`config.mk`:
```
export PLATFORM = sky130hd
export DESIGN_NAME = mapper_frame_sequencer
export DESIGN_NICKNAME = d
export VERILOG_FILES = /design/src/rtl/mapper_frame_sequencer_pkg.sv /design/src/rtl/mapper_frame_sequencer_pilot_scheduler.sv /design/src/rtl/mapper_frame_sequencer.sv
export SDC_FILE = /design/constraint.sdc
export NUM_CORES = 1
export LEC_CHECK = 0
export ABC_AREA = 1
export BUFFER_PORTS_ARGS = -buffer_cell sky130_fd_sc_hd__buf_2
export CORE_ASPECT_RATIO = 0.7
export CORE_UTILIZATION = 31
export DETAILED_ROUTE_END_ITERATION = 10
export GPL_TIMING_DRIVEN = 0
export PLACE_DENSITY = 0.62
export SLEW_MARGIN = 10
export SYNTH_ARGS = -nofsm -noshare
export SYNTH_HDL_FRONTEND = slang
export SYNTH_SLANG_ARGS = --single-unit
```
`constraint.sdc`:
```
create_clock -name clk -period 1.4 [get_ports clk]
set_clock_uncertainty 0.05 [all_clocks]
set_input_delay 0.14 -clock clk [delete_from_list [all_inputs] [get_ports clk]]
set_output_delay 0.14 -clock clk [all_outputs]
set_load 0.01 [all_outputs]
```
`src/rtl/mapper_frame_sequencer_pkg.sv`:
```
// rtl/mapper_frame_sequencer_pkg.sv - shared encodings for the 16-QAM mapper frame sequencer
// Contents: nibble bit-field positions, symbol-type and FSM state enums,
// and a helper that assembles a mapper nibble from its Q and I halves.
package mapper_frame_sequencer_pkg;

    // Mapper nibble layout: Q in the upper pair, I in the lower pair.
    localparam int QUADRATURE_MSB = 3;
    localparam int QUADRATURE_LSB = 2;
    localparam int INPHASE_MSB    = 1;
    localparam int INPHASE_LSB    = 0;

    typedef enum logic [1:0] {
        SYM_IDLE     = 2'd0,
        SYM_PREAMBLE = 2'd1,
        SYM_PILOT    = 2'd2,
        SYM_PAYLOAD  = 2'd3
    } sym_type_t;

    typedef enum logic [1:0] {
        ST_IDLE     = 2'd0,
        ST_PREAMBLE = 2'd1,
        ST_PAYLOAD  = 2'd2,
        ST_PILOT    = 2'd3
    } state_t;

    function automatic logic [3:0] pack_sym(input logic [1:0] q, input logic [1:0] i);
        logic [3:0] s;
        s = '0;
        s[QUADRATURE_MSB:QUADRATURE_LSB] = q;
        s[INPHASE_MSB:INPHASE_LSB]       = i;
        return s;
    endfunction

endpackage

```
`src/rtl/mapper_frame_sequencer_pilot_scheduler.sv`:
```
// rtl/mapper_frame_sequencer_pilot_scheduler.sv - payload slot and pilot spacing counters
// Ports:
//   clk, reset      : clock, synchronous active-high reset
//   slot_tick       : a payload slot (data or fill) is emitted this cycle
//   pilot_tick      : a pilot symbol is emitted this cycle
//   pilot_due       : a pilot is owed before the next payload slot
//   frame_done      : the slot currently being emitted is the last of the frame
//   pilot_wrap      : the slot currently being emitted completes a pilot period
module mapper_frame_sequencer_pilot_scheduler #(
    parameter int PILOT_PERIOD  = 8,
    parameter int FRAME_PAYLOAD = 64,
    parameter int CNT_W         = 7
) (
    input  logic clk,
    input  logic reset,
    input  logic slot_tick,
    input  logic pilot_tick,
    output logic pilot_due,
    output logic frame_done,
    output logic pilot_wrap
);

    localparam int PW = $clog2(PILOT_PERIOD + 1);
    localparam logic [CNT_W-1:0] SLOT_LAST  = CNT_W'(FRAME_PAYLOAD - 1);
    localparam logic [PW-1:0]    PILOT_LAST = PW'(PILOT_PERIOD - 1);

    logic [CNT_W-1:0] slot_cnt;
    logic [PW-1:0]    pilot_cnt;

    assign frame_done = (slot_cnt == SLOT_LAST);
    assign pilot_wrap = (pilot_cnt == PILOT_LAST);

    always_ff @(posedge clk) begin
        if (reset) begin
            slot_cnt  <= '0;
            pilot_cnt <= '0;
            pilot_due <= 1'b0;
        end else begin
            if (slot_tick) begin
                if (frame_done) begin
                    // No trailing pilot: the frame ends on its last slot.
                    slot_cnt  <= '0;
                    pilot_cnt <= '0;
                    pilot_due <= 1'b0;
                end else begin
                    slot_cnt <= slot_cnt + 1'b1;
                    if (pilot_wrap) begin
                        pilot_cnt <= '0;
                        pilot_due <= 1'b1;
                    end else begin
                        pilot_cnt <= pilot_cnt + 1'b1;
                    end
                end
            end
            if (pilot_tick) begin
                pilot_due <= 1'b0;
            end
        end
    end

endmodule

```
`src/rtl/mapper_frame_sequencer.sv`:
```
// rtl/mapper_frame_sequencer.sv - framed symbol sequencer in front of the 16-QAM mapper
// Ports:
//   clk, reset          : clock, synchronous active-high reset
//   clk_en              : symbol strobe, one symbol decided per asserted cycle
//   enable              : start frames back-to-back while high
//   cfg_ref_level       : requested reference level, latched at frame start
//   clr_underflow       : clears the sticky underflow flag
//   in_data/in_valid    : upstream payload nibbles; in_ready marks acceptance
//   sym_data, ref_level : registered mapper inputs
//   sym_active/sym_type : framed-symbol marker and symbol class
//   frame_start         : pulse with the first preamble symbol
//   underflow           : sticky, set whenever a fill symbol is emitted
module mapper_frame_sequencer
    import mapper_frame_sequencer_pkg::*;
#(
    parameter int                  PREAMBLE_LEN  = 16,
    parameter int                  PILOT_PERIOD  = 8,
    parameter int                  FRAME_PAYLOAD = 64,
    parameter logic [3:0]          PILOT_SYM     = 4'b0000,
    parameter logic [3:0]          FILL_SYM      = 4'b0101,
    parameter logic signed [17:0]  REF_DEFAULT   = 18'sd65536
) (
    input  logic                clk,
    input  logic                reset,
    input  logic                clk_en,
    input  logic                enable,
    input  logic signed [17:0]  cfg_ref_level,
    input  logic                clr_underflow,
    input  logic [3:0]          in_data,
    input  logic                in_valid,
    output logic                in_ready,
    output logic [3:0]          sym_data,
    output logic signed [17:0]  ref_level,
    output logic                sym_active,
    output logic [1:0]          sym_type,
    output logic                frame_start,
    output logic                underflow
);

    localparam int CNT_MAX = (PREAMBLE_LEN > FRAME_PAYLOAD) ? PREAMBLE_LEN : FRAME_PAYLOAD;
    localparam int CNT_W   = $clog2(CNT_MAX + 1);
    localparam logic [CNT_W-1:0] PRE_LAST = CNT_W'(PREAMBLE_LEN - 1);

    state_t           state, state_next;
    sym_type_t        type_q, type_next;
    logic [CNT_W-1:0] pre_cnt, pre_next;
    logic [3:0]       sym_next;
    logic             active_next, start_next, latch_ref, fill;
    logic             slot_tick, pilot_tick, pilot_due, frame_done, pilot_wrap, odd;

    assign in_ready   = clk_en & (state == ST_PAYLOAD) & ~pilot_due;
    assign slot_tick  = clk_en & (state == ST_PAYLOAD);
    assign pilot_tick = clk_en & (state == ST_PILOT);
    assign sym_type   = type_q;
    assign odd        = pre_cnt[0];

    mapper_frame_sequencer_pilot_scheduler #(
        .PILOT_PERIOD  (PILOT_PERIOD),
        .FRAME_PAYLOAD (FRAME_PAYLOAD),
        .CNT_W         (CNT_W)
    ) u_sched (
        .clk        (clk),
        .reset      (reset),
        .slot_tick  (slot_tick),
        .pilot_tick (pilot_tick),
        .pilot_due  (pilot_due),
        .frame_done (frame_done),
        .pilot_wrap (pilot_wrap)
    );

    always_comb begin
        state_next  = state;
        pre_next    = pre_cnt;
        sym_next    = sym_data;
        type_next   = type_q;
        active_next = sym_active;
        start_next  = 1'b0;
        latch_ref   = 1'b0;
        fill        = 1'b0;
        if (clk_en) begin
            case (state)
                ST_IDLE, ST_PREAMBLE: begin
                    // IDLE with enable emits preamble symbol 0 on the same strobe,
                    // so both states share the preamble emission path.
                    if (state == ST_PREAMBLE || enable) begin
                        sym_next    = pack_sym({2{odd}}, {2{odd}});
                        type_next   = SYM_PREAMBLE;
                        active_next = 1'b1;
                        start_next  = (pre_cnt == '0);
                        latch_ref   = (pre_cnt == '0);
                        if (pre_cnt == PRE_LAST) begin
                            state_next = ST_PAYLOAD;
                            pre_next   = '0;
                        end else begin
                            state_next = ST_PREAMBLE;
                            pre_next   = pre_cnt + 1'b1;
                        end
                    end else begin
                        sym_next    = 4'b0000;
                        type_next   = SYM_IDLE;
                        active_next = 1'b0;
                    end
                end
                ST_PAYLOAD: begin
                    type_next   = SYM_PAYLOAD;
                    active_next = 1'b1;
                    if (in_valid && in_ready) begin
                        sym_next = in_data;
                    end else begin
                        sym_next = FILL_SYM;
                        fill     = 1'b1;
                    end
                    // enable is only looked at here, so dropping it mid-frame
                    // lets the current frame run to completion.
                    if (frame_done) begin
                        state_next = enable ? ST_PREAMBLE : ST_IDLE;
                    end else if (pilot_wrap) begin
                        state_next = ST_PILOT;
                    end
                end
                ST_PILOT: begin
                    sym_next    = PILOT_SYM;
                    type_next   = SYM_PILOT;
                    active_next = 1'b1;
                    state_next  = ST_PAYLOAD;
                end
                default: state_next = ST_IDLE;
            endcase
        end
    end

    always_ff @(posedge clk) begin
        if (reset) begin
            state       <= ST_IDLE;
            pre_cnt     <= '0;
            sym_data    <= 4'b0000;
            type_q      <= SYM_IDLE;
            sym_active  <= 1'b0;
            frame_start <= 1'b0;
            ref_level   <= REF_DEFAULT;
            underflow   <= 1'b0;
        end else begin
            state       <= state_next;
            pre_cnt     <= pre_next;
            sym_data    <= sym_next;
            type_q      <= type_next;
            sym_active  <= active_next;
            frame_start <= start_next;
            if (latch_ref) begin
                ref_level <= cfg_ref_level;
            end
            // A fill in the same cycle as a clear keeps the flag set.
            if (fill) begin
                underflow <= 1'b1;
            end else if (clr_underflow) begin
                underflow <= 1'b0;
            end
        end
    end

endmodule
```
==> flow_summary.yaml, run 1 <==
status:
  outcome: "finished with violations"
  violations: "setup timing"
placement:
  pre_cts_ws_ns: -0.201
  finalWeightedCongestion: 0.805
  placed_area_sq_um: 2410
  dp_cells: 404
  hpwl_mm: 3.39
  io_buffers: 54
critical_path:
  path_depth: 9
  reg2reg_to: "ref_level[11]"
  r2r_slack_ns: -0.03
  r2r_start: "state[0]"
  cp_slowest_stage_delay_ns: 0.41
  rr_worst_depth: 9
  cp_top_family: "flip-flops"
  path_cells: "nand2_1 -> nand2_2 -> nand3_4 -> clkinv_4 -> nand2_4 -> buf_8 -> clkbuf_16 -> o21ai_2 -> nor2_1"
  critPathMaxFanout: 6
  required_ns: 1.55
  startpoint_type: "register"
  startpoint: "state[0]"
  worstSetupEndpointType: "register"
  cp.buffers_inverters: 3
  critPathCapture: "ref_level[11]"
  worstPathArrival_ns: 1.58
  worstSetupPathType: "register to register"
  cp_slowest_cell: "dfxtp_2"
cts:
  cts_tree: "yes"
  insertion_delay_ns: 0.30
  clock_path_buffers: 2
  cts_root_buf: "clkbuf_8"
  cts_max_level: 2
  clk_pin_slew_ns: 0.09
  cts_made_buffers: 5
  cts_sinks: 48
power_and_ir_drop:
  power-per-cell-area_nw_per_um2: 1040
  peakVddDrop_mv: 0.421
  finalPower_uw: 2960
  p_leak_uw: 0.00125
floorplan:
  rows: 24
  dieWidth_um: 99.0
  coreArea_sq_um: 6310
  die_y_um: 69.9
  boundaryPins: 56
  initial_core_util: 0.324
  dieArea_sq_um: 6920
global_routing:
  grt_remaining_overflow: 0
  grt_use_total: 0.145
  grt_pass1_vias: 1725
  grt_max_degree: 15
  grt_first_pass_wirelength_mm: 7.91
  antenna_found_initial: 0
finish:
  final_cell_mix: "buf_2, nor2_1, nand2_1, dfxtp_1, a21oi_1"
  drive_gt1_frac: 0.362
  final_common_cell: "buf_2"
  finalNonFillerCells: 429
  fillers: 633
  areaGrowthSynthToFinish_pct: 39.5
  nNetsFinal: 382
  antenna_cells: 0
  finalInstanceArea_sq_um: 2850
routing:
  drt-initial-drc-count: 87
  route.detailed.drc: 0
  detail_route.wl_per_cell_um: 11.8
  drtAntennaViolNets: 0
  vias_per_cell: 4.68
  firstDrtPassIters: 4
  routed_wl_mm: 5.06
  vias: 2006
timing:
  worst_slew_pin_slew_ns: 0.638
  finalHoldViolations: 0
  setup_ws_ns: -0.0342
  relSlewSlack: 0.575
  rsz0062_at_grt: "true"
  min_period_ns: 1.43
  final-setup-viol-count: 9
  maxSlewViolCount: 0
  whs_ns: 0.0176
  fin_crit_sh: 1.02
  fmax_mhz: 697
synthesis:
  syn_area_sq_um: 2040
  ys_seq_elements: 48
  synth_cells: 272
  yosysSeqAreaShare: 0.471
  yosys_warnings: 0
  avgSynthCellArea_sq_um: 7.51
  yosysUniqueCellTypes: 27
  synth_nets: 304
flow_run:
  maxCapViolations: 0
worst_hold_path:
  hp-class: "input port to register"
## worst min path at each step
stage / slack, ns / startpoint / cells after the start / endpoint
final: 0.02 / reset / 2 / sym_active
after detailed placement: 0.30 / cfg_ref_level[16] / 3 / ref_level[16]
after global placement: 0.29 / cfg_ref_level[16] / 3 / ref_level[16]
after CTS: 0.008 / cfg_ref_level[8] / 3 / ref_level[8]
after global routing: 0.02 / cfg_ref_level[10] / 3 / ref_level[10]
after floorplan: 0.16 / reset / 1 / sym_active
## stage by stage
step,setup TNS [ns],utilization
2_1_floorplan,0,-
3_3_place_gp,-3.40,0.383
3_5_place_dp,-3.55,0.383
4_1_cts,-0.265,0.413
5_1_grt,-1.26,0.452
6_report,-0.180,0.452
## layout make-up
class,count,area [sq um],share of cell area
inverters,23,101,0.0356
multi-input cells,192,1070,0.375
plain buffers,9,76.3,0.0268
clock inverters,2,10.0,0.00351
flip-flops and latches,48,976,0.343
well taps,78,97.6,0.0343
clock buffers,6,82.6,0.0290
repair buffers,71,435,0.153
## cells in the mapped netlist (all sizes together)
master,number,share of area
nor2,57,0.11
nand2,49,0.095
dfxtp,48,0.47
o21ai,27,0.068
inv,23,0.044
a21oi,20,0.049
nand3,17,0.048
buf,6,0.025
nor3,5,0.012
xor2,5,0.021
ha,4,0.025
clkbuf,3,0.0055
xnor2,3,0.013
a211oi,2,0.0074
a31oi,2,0.0061
nand4,1,0.0031
## cell families (layout without fill, tap and decap cells)
family          Yosys count  in the layout  synth area share
flops                    48             48             0.471
compound gates           51             51             0.131
buf+inv                  32            111            0.0735
fa+ha+maj                 4              4            0.0245
simple gates            129            129             0.267
xor+xnor                  8              8            0.0343
## layer usage
layer	global-route usage	routed length, um	vias up
met5	0	0	-
met4	0.0564	63	0
met3	0.0480	329	7
met2	0.211	2080	56
met1	0.198	2590	915
li1	-	-	1028
## state kept, by name, summed over array words and instances (netlist names), 2 cells and up
| signal | flops |
|---|---|
| u_sched.slot_cnt | 7 |
| ref_level | 18 |
| state | 2 |
| u_sched.pilot_cnt | 4 |
| sym_type | 2 |
| pre_cnt | 7 |
| sym_data | 4 |
## where the power goes
| part | total [uW] | switching [uW] | internal [uW] |
|---|---|---|---|
| Sequential | 1510 | 59.2 | 1460 |
| Combinational | 594 | 318 | 275 |
| Clock | 856 | 461 | 395 |
| Total | 2960 | 839 | 2130 |
## timing repair
item / 4_1_cts / 5_1_grt
endpoints found under the setup margin: 37 / 36
hold buffers: 1 / 0
endpoints found under the hold margin: 1 / 0
gates resized for setup: 17 / 44
cloned: 0 / 2
buffers inserted: 6 / 8
pin swaps: 2 / 8
No activity file was read; power rests on OpenSTA's default activity.
==> inputs of run 2 (changes only) <==
- SKIP_LAST_GASP: default -> 1
==> run 2 against run 1 <==
Net effect: the run still ends with setup timing left; highest routed layer unchanged; non-clock buffer count down 3; core utilization down 0.75 points; flip-flop and latch count unchanged; critical endpoint unchanged; largest cell class unchanged.
==> flow_summary.yaml, run 2 (synthesis gave the netlist of run 1 again) <==
finish:
  antenna_cells: 0
  final_common_cell: "buf_2"
  largest_reg_flops: 18
  nNetsFinal: 379
  final_cell_mix: "buf_2, nor2_1, nand2_1, dfxtp_1, a21oi_1"
  areaGrowthSynthToFinish_pct: 37.1
  top_regs: "ref_level: 18 flops, pre_cnt: 7 flops, u_sched.slot_cnt: 7 flops"
  finalInstanceArea_sq_um: 2800
  drive_gt1_frac: 0.359
  registers.top_by_ff_count: "ref_level"
global_routing:
  grt_pass1_vias: 1732
  grt_remaining_overflow: 0
  grt_util_met2: 0.213
  grt_first_pass_wirelength_mm: 7.93
  use_met3: 0.0480
  antenna_found_initial: 0
  grtUsageMet1: 0.198
  grt_use_total: 0.146
  busiest_layer: "met2"
  grt_max_degree: 15
timing:
  setup_ws_ns: -0.0430
  min_period_ns: 1.44
  relSlewSlack: 0.566
  final-setup-viol-count: 10
  maxSlewViolCount: 0
  worst_slew_pin_slew_ns: 0.650
  fmax_mhz: 693
  finalHoldViolations: 0
  setup_tns_ns: -0.274
  rsz0062_at_grt: "true"
  fin_crit_sh: 1.03
floorplan:
  coreArea_sq_um: 6310
  die_y_um: 69.9
  initial_core_util: 0.324
  dieWidth_um: 99.0
  boundaryPins: 56
  dieArea_sq_um: 6920
  rows: 24
power_and_ir_drop:
  p_leak_uw: 0.00123
  peakVddDrop_mv: 0.476
  finalPower_uw: 2950
  power-per-cell-area_nw_per_um2: 1060
critical_path:
  critPathMaxFanout: 6
  startpoint_type: "register"
  worstSetupEndpointType: "register"
  r2r_slack_ns: -0.04
  worstSetupPathType: "register to register"
  worstPathArrival_ns: 1.59
  required_ns: 1.55
flow_run:
  maxCapViolations: 0
routing:
  route.detailed.drc: 0
  firstDrtPassIters: 4
  vias_per_cell: 4.64
  drt-initial-drc-count: 103
  routed_wl_mm: 5.02
  detail_route.wl_per_cell_um: 11.8
  vias: 1977
  drtAntennaViolNets: 0
status:
  violations: "setup timing"
  outcome: "finished with violations"
cts:
  insertion_delay_ns: 0.30
  cts_tree: "yes"
  clock_path_buffers: 2
  cts_made_buffers: 5
  cts_root_buf: "clkbuf_8"
  clk_pin_slew_ns: 0.09
  cts_max_level: 2
  cts_sinks: 48
placement:
  io_buffers: 54
  finalWeightedCongestion: 0.805
  placed_area_sq_um: 2410
  pre_cts_ws_ns: -0.201
  hpwl_mm: 3.39
worst_hold_path:
  hp-class: "input port to register"
run 2: per-layer routing:
| metal | vias up | routed length [um] | part of all wire |
|---|---|---|---|
| li1 | 1022 | - | - |
| met2 | 62 | 2080 | 0.41 |
| met5 | - | 0 | 0 |
| met4 | 0 | 42 | 0.0084 |
| met3 | 4 | 361 | 0.072 |
| met1 | 889 | 2540 | 0.51 |
run 2: cell type report:
cell class,instances,area (sq um)
flip-flops and latches,48,973
well taps,78,97.6
clock buffers,6,82.6
plain buffers,9,76.3
fillers,630,3510
clock inverters,2,10.0
inverters,23,98.8
repair buffers,68,413
multi-input cells,192,1050
run 2: where the power goes:
| part | total [uW] | internal [uW] | leakage (uW) | switching, uW |
|---|---|---|---|---|
| Clock | 859 | 395 | 0.0000510 | 464 |
| Combinational | 582 | 267 | 0.000785 | 315 |
| Sequential | 1510 | 1460 | 0.000396 | 57.4 |
| Total | 2950 | 2120 | 0.00123 | 836 |
run 2: per-stage QoR:
| stage | hold WS (ns) | util | cells |
|---|---|---|---|
| 2_1_floorplan | 0.159 | - | 272 |
| 3_3_place_gp | 0.288 | 0.383 | 404 |
| 3_5_place_dp | 0.302 | 0.383 | 404 |
| 4_1_cts | 0.00836 | 0.412 | 419 |
| 5_1_grt | 0.0156 | 0.444 | 426 |
| 6_report | 0.0207 | 0.444 | 426 |
run 2: worst max-delay path: stages (launching register included):
cell,delay [ns]
dfxtp_2,0.42
nand2_1,0.09
nand2_2,0.09
nand3_4,0.10
inv_6,0.08
nand2_4,0.07
buf_8,0.14
clkbuf_16,0.15
o21ai_2,0.10
nor2_1,0.04
run 2: path summary, 6_finish.rpt:
kind	startpoint	to	depth (start not counted)
worst min-delay path	reset	sym_active	2
worst max-delay path	state[0]	ref_level[11]	9
worst max register to register	state[0]	ref_level[11]	9
worst min register to register	u_sched.slot_cnt[0]	u_sched.slot_cnt[0]	1
run 2: repair_timing:
item	in CTS	in global routing
setup buffers	6	5
endpoints found under the hold margin	1	0
hold buffers	1	0
setup endpoints to repair	37	40
pin swaps	2	6
gates cloned	0	2
gates resized for setup	15	42
==> inputs of run 3 (changes only) <==
- CELL_PAD_IN_SITES_DETAIL_PLACEMENT: default -> 1
- CELL_PAD_IN_SITES_GLOBAL_PLACEMENT: default -> 1
- PLACE_DENSITY: 0.62 -> 0.79
==> run 3 against run 2 <==
Net effect: the run still ends with setup timing left; hold slack worse by 0.015 ns; largest power group unchanged; global-route usage grew 6.0 points; non-clock buffer count grew 17; first-iteration DRC count is 43% lower; highest routed layer unchanged; routed wire length increased by 36%; register-to-register slack is essentially flat; final area is 9.7% higher; flip-flop and latch count unchanged; clock power increased by 25%.
==> flow_summary.yaml, run 3 (synthesis gave the netlist of run 1 again) <==
global_routing:
  grt_remaining_overflow: 0
  grt_pass1_vias: 2255
  grt_use_total: 0.206
  grt_first_pass_wirelength_mm: 11.0
  antenna_found_initial: 0
  grt_max_degree: 17
floorplan:
  dieArea_sq_um: 6920
  coreArea_sq_um: 6310
  initial_core_util: 0.324
  dieWidth_um: 99.0
  die_y_um: 69.9
  rows: 24
  boundaryPins: 56
status:
  violations: "setup timing"
  outcome: "finished with violations"
cts:
  clk_pin_slew_ns: 0.09
  cts_sinks: 48
  cts_max_level: 2
  insertion_delay_ns: 0.32
  cts_tree: "yes"
  cts_made_buffers: 5
  clock_path_buffers: 2
  cts_root_buf: "clkbuf_8"
finish:
  drive_gt1_frac: 0.397
  final_cell_mix: "buf_2, nor2_1, nand2_1, dfxtp_1, a21oi_1"
  fin_util: 0.487
  areaGrowthSynthToFinish_pct: 50.5
  finalNonFillerCells: 443
  largest_reg_flops: 18
  registers.top_by_ff_count: "ref_level"
  final_common_cell: "buf_2"
  top_regs: "ref_level: 18 flops, pre_cnt: 7 flops, u_sched.slot_cnt: 7 flops"
  nNetsFinal: 396
  antenna_cells: 0
  finalInstanceArea_sq_um: 3070
routing:
  route.detailed.drc: 0
  vias_per_cell: 4.89
  drtAntennaViolNets: 0
  drt-initial-drc-count: 59
  detail_route.wl_per_cell_um: 15.4
  routed_wl_mm: 6.84
  vias: 2167
  firstDrtPassIters: 4
timing:
  rsz0062_at_grt: "true"
  setup_tns_ns: -0.524
  maxSlewViolCount: 0
  setup_ws_ns: -0.0557
  finalHoldViolations: 0
  relSlewSlack: 0.531
  fin_crit_sh: 1.04
  fmax_mhz: 687
  worst_slew_pin_slew_ns: 0.703
  min_period_ns: 1.46
  final-setup-viol-count: 14
flow_run:
  maxCapViolations: 0
critical_path:
  critPathMaxFanout: 5
  required_ns: 1.57
  cp_top_family: "simple AND/OR/NAND/NOR gates"
  worstPathArrival_ns: 1.63
  path_cells: "nor3_4 -> inv_2 -> nor2_4 -> nand2_4 -> buf_6 -> buf_16 -> o21ai_2 -> nor2_1"
  cp_slowest_cell: "dfxtp_4"
  startpoint_type: "register"
  worstSetupPathType: "register to register"
  cp_slowest_stage_delay_ns: 0.36
  worstSetupEndpointType: "register"
  cp.buffers_inverters: 3
power_and_ir_drop:
  peakVddDrop_mv: 0.613
  finalPower_uw: 3240
  power-per-cell-area_nw_per_um2: 1050
  p_leak_uw: 0.00133
placement:
  io_buffers: 54
  hpwl_mm: 3.98
  dp_cells: 404
  placed_area_sq_um: 2410
  finalWeightedCongestion: 0.795
worst_hold_path:
  hp-class: "input port to register"
## run 3: final timing paths
check / startpoint / endpoint / slack, ns / depth (start not counted)
max reg2reg: pre_cnt[4] / ref_level[6] / -0.06 / 8
min reg2reg: underflow / underflow / 0.42 / 2
max: pre_cnt[4] / ref_level[6] / -0.06 / 8
min: cfg_ref_level[13] / ref_level[13] / 0.006 / 3
## run 3: layer usage
metal	wire length, um	vias to the layer above	track usage
li1	-	1060	-
met1	3160	1050	0.262
met2	3310	49	0.344
met3	281	8	0.0470
met4	93	0	0.0697
met5	0	-	0
## run 3: repair_timing
action	in CTS	in global routing
cloned	2	0
setup endpoints to repair	38	42
hold buffers	12	0
pin swaps	8	12
hold endpoints to repair	12	0
gates resized for setup	58	32
buffers inserted	11	8
## run 3: power breakdown
part / internal [uW] / switching, uW
clock: 539 / 529
combinational: 296 / 363
sequential: 1450 / 60.8
## run 3: layout make-up
type | count | area (sq um)
multi-input combinational | 192 | 1140
sequential | 48 | 987
buffer | 8 | 57.6
clock inverter | 3 | 46.3
inverter | 23 | 98.8
tap | 78 | 97.6
clock buffer | 5 | 68.8
timing repair buffer | 86 | 574
fill | 767 | 3230
## run 3: through the flow
stage	hold WS, ns	setup WS, ns
4_1_cts	0.000865	-0.0107
3_3_place_gp	0.287	-0.226
5_1_grt	0.0168	-0.122
6_report	0.00568	-0.0557
3_5_place_dp	0.296	-0.234
2_1_floorplan	0.159	0.00555
## run 3: worst register-to-register path, delay by kind of cell, from the launching register on
family | cells | cell delay, ns
buffers and inverters | 3 | 0.36
flip-flops | 1 | 0.36
AND/OR/NAND/NOR | 4 | 0.48
AO/OA/AOI/OAI | 1 | 0.11
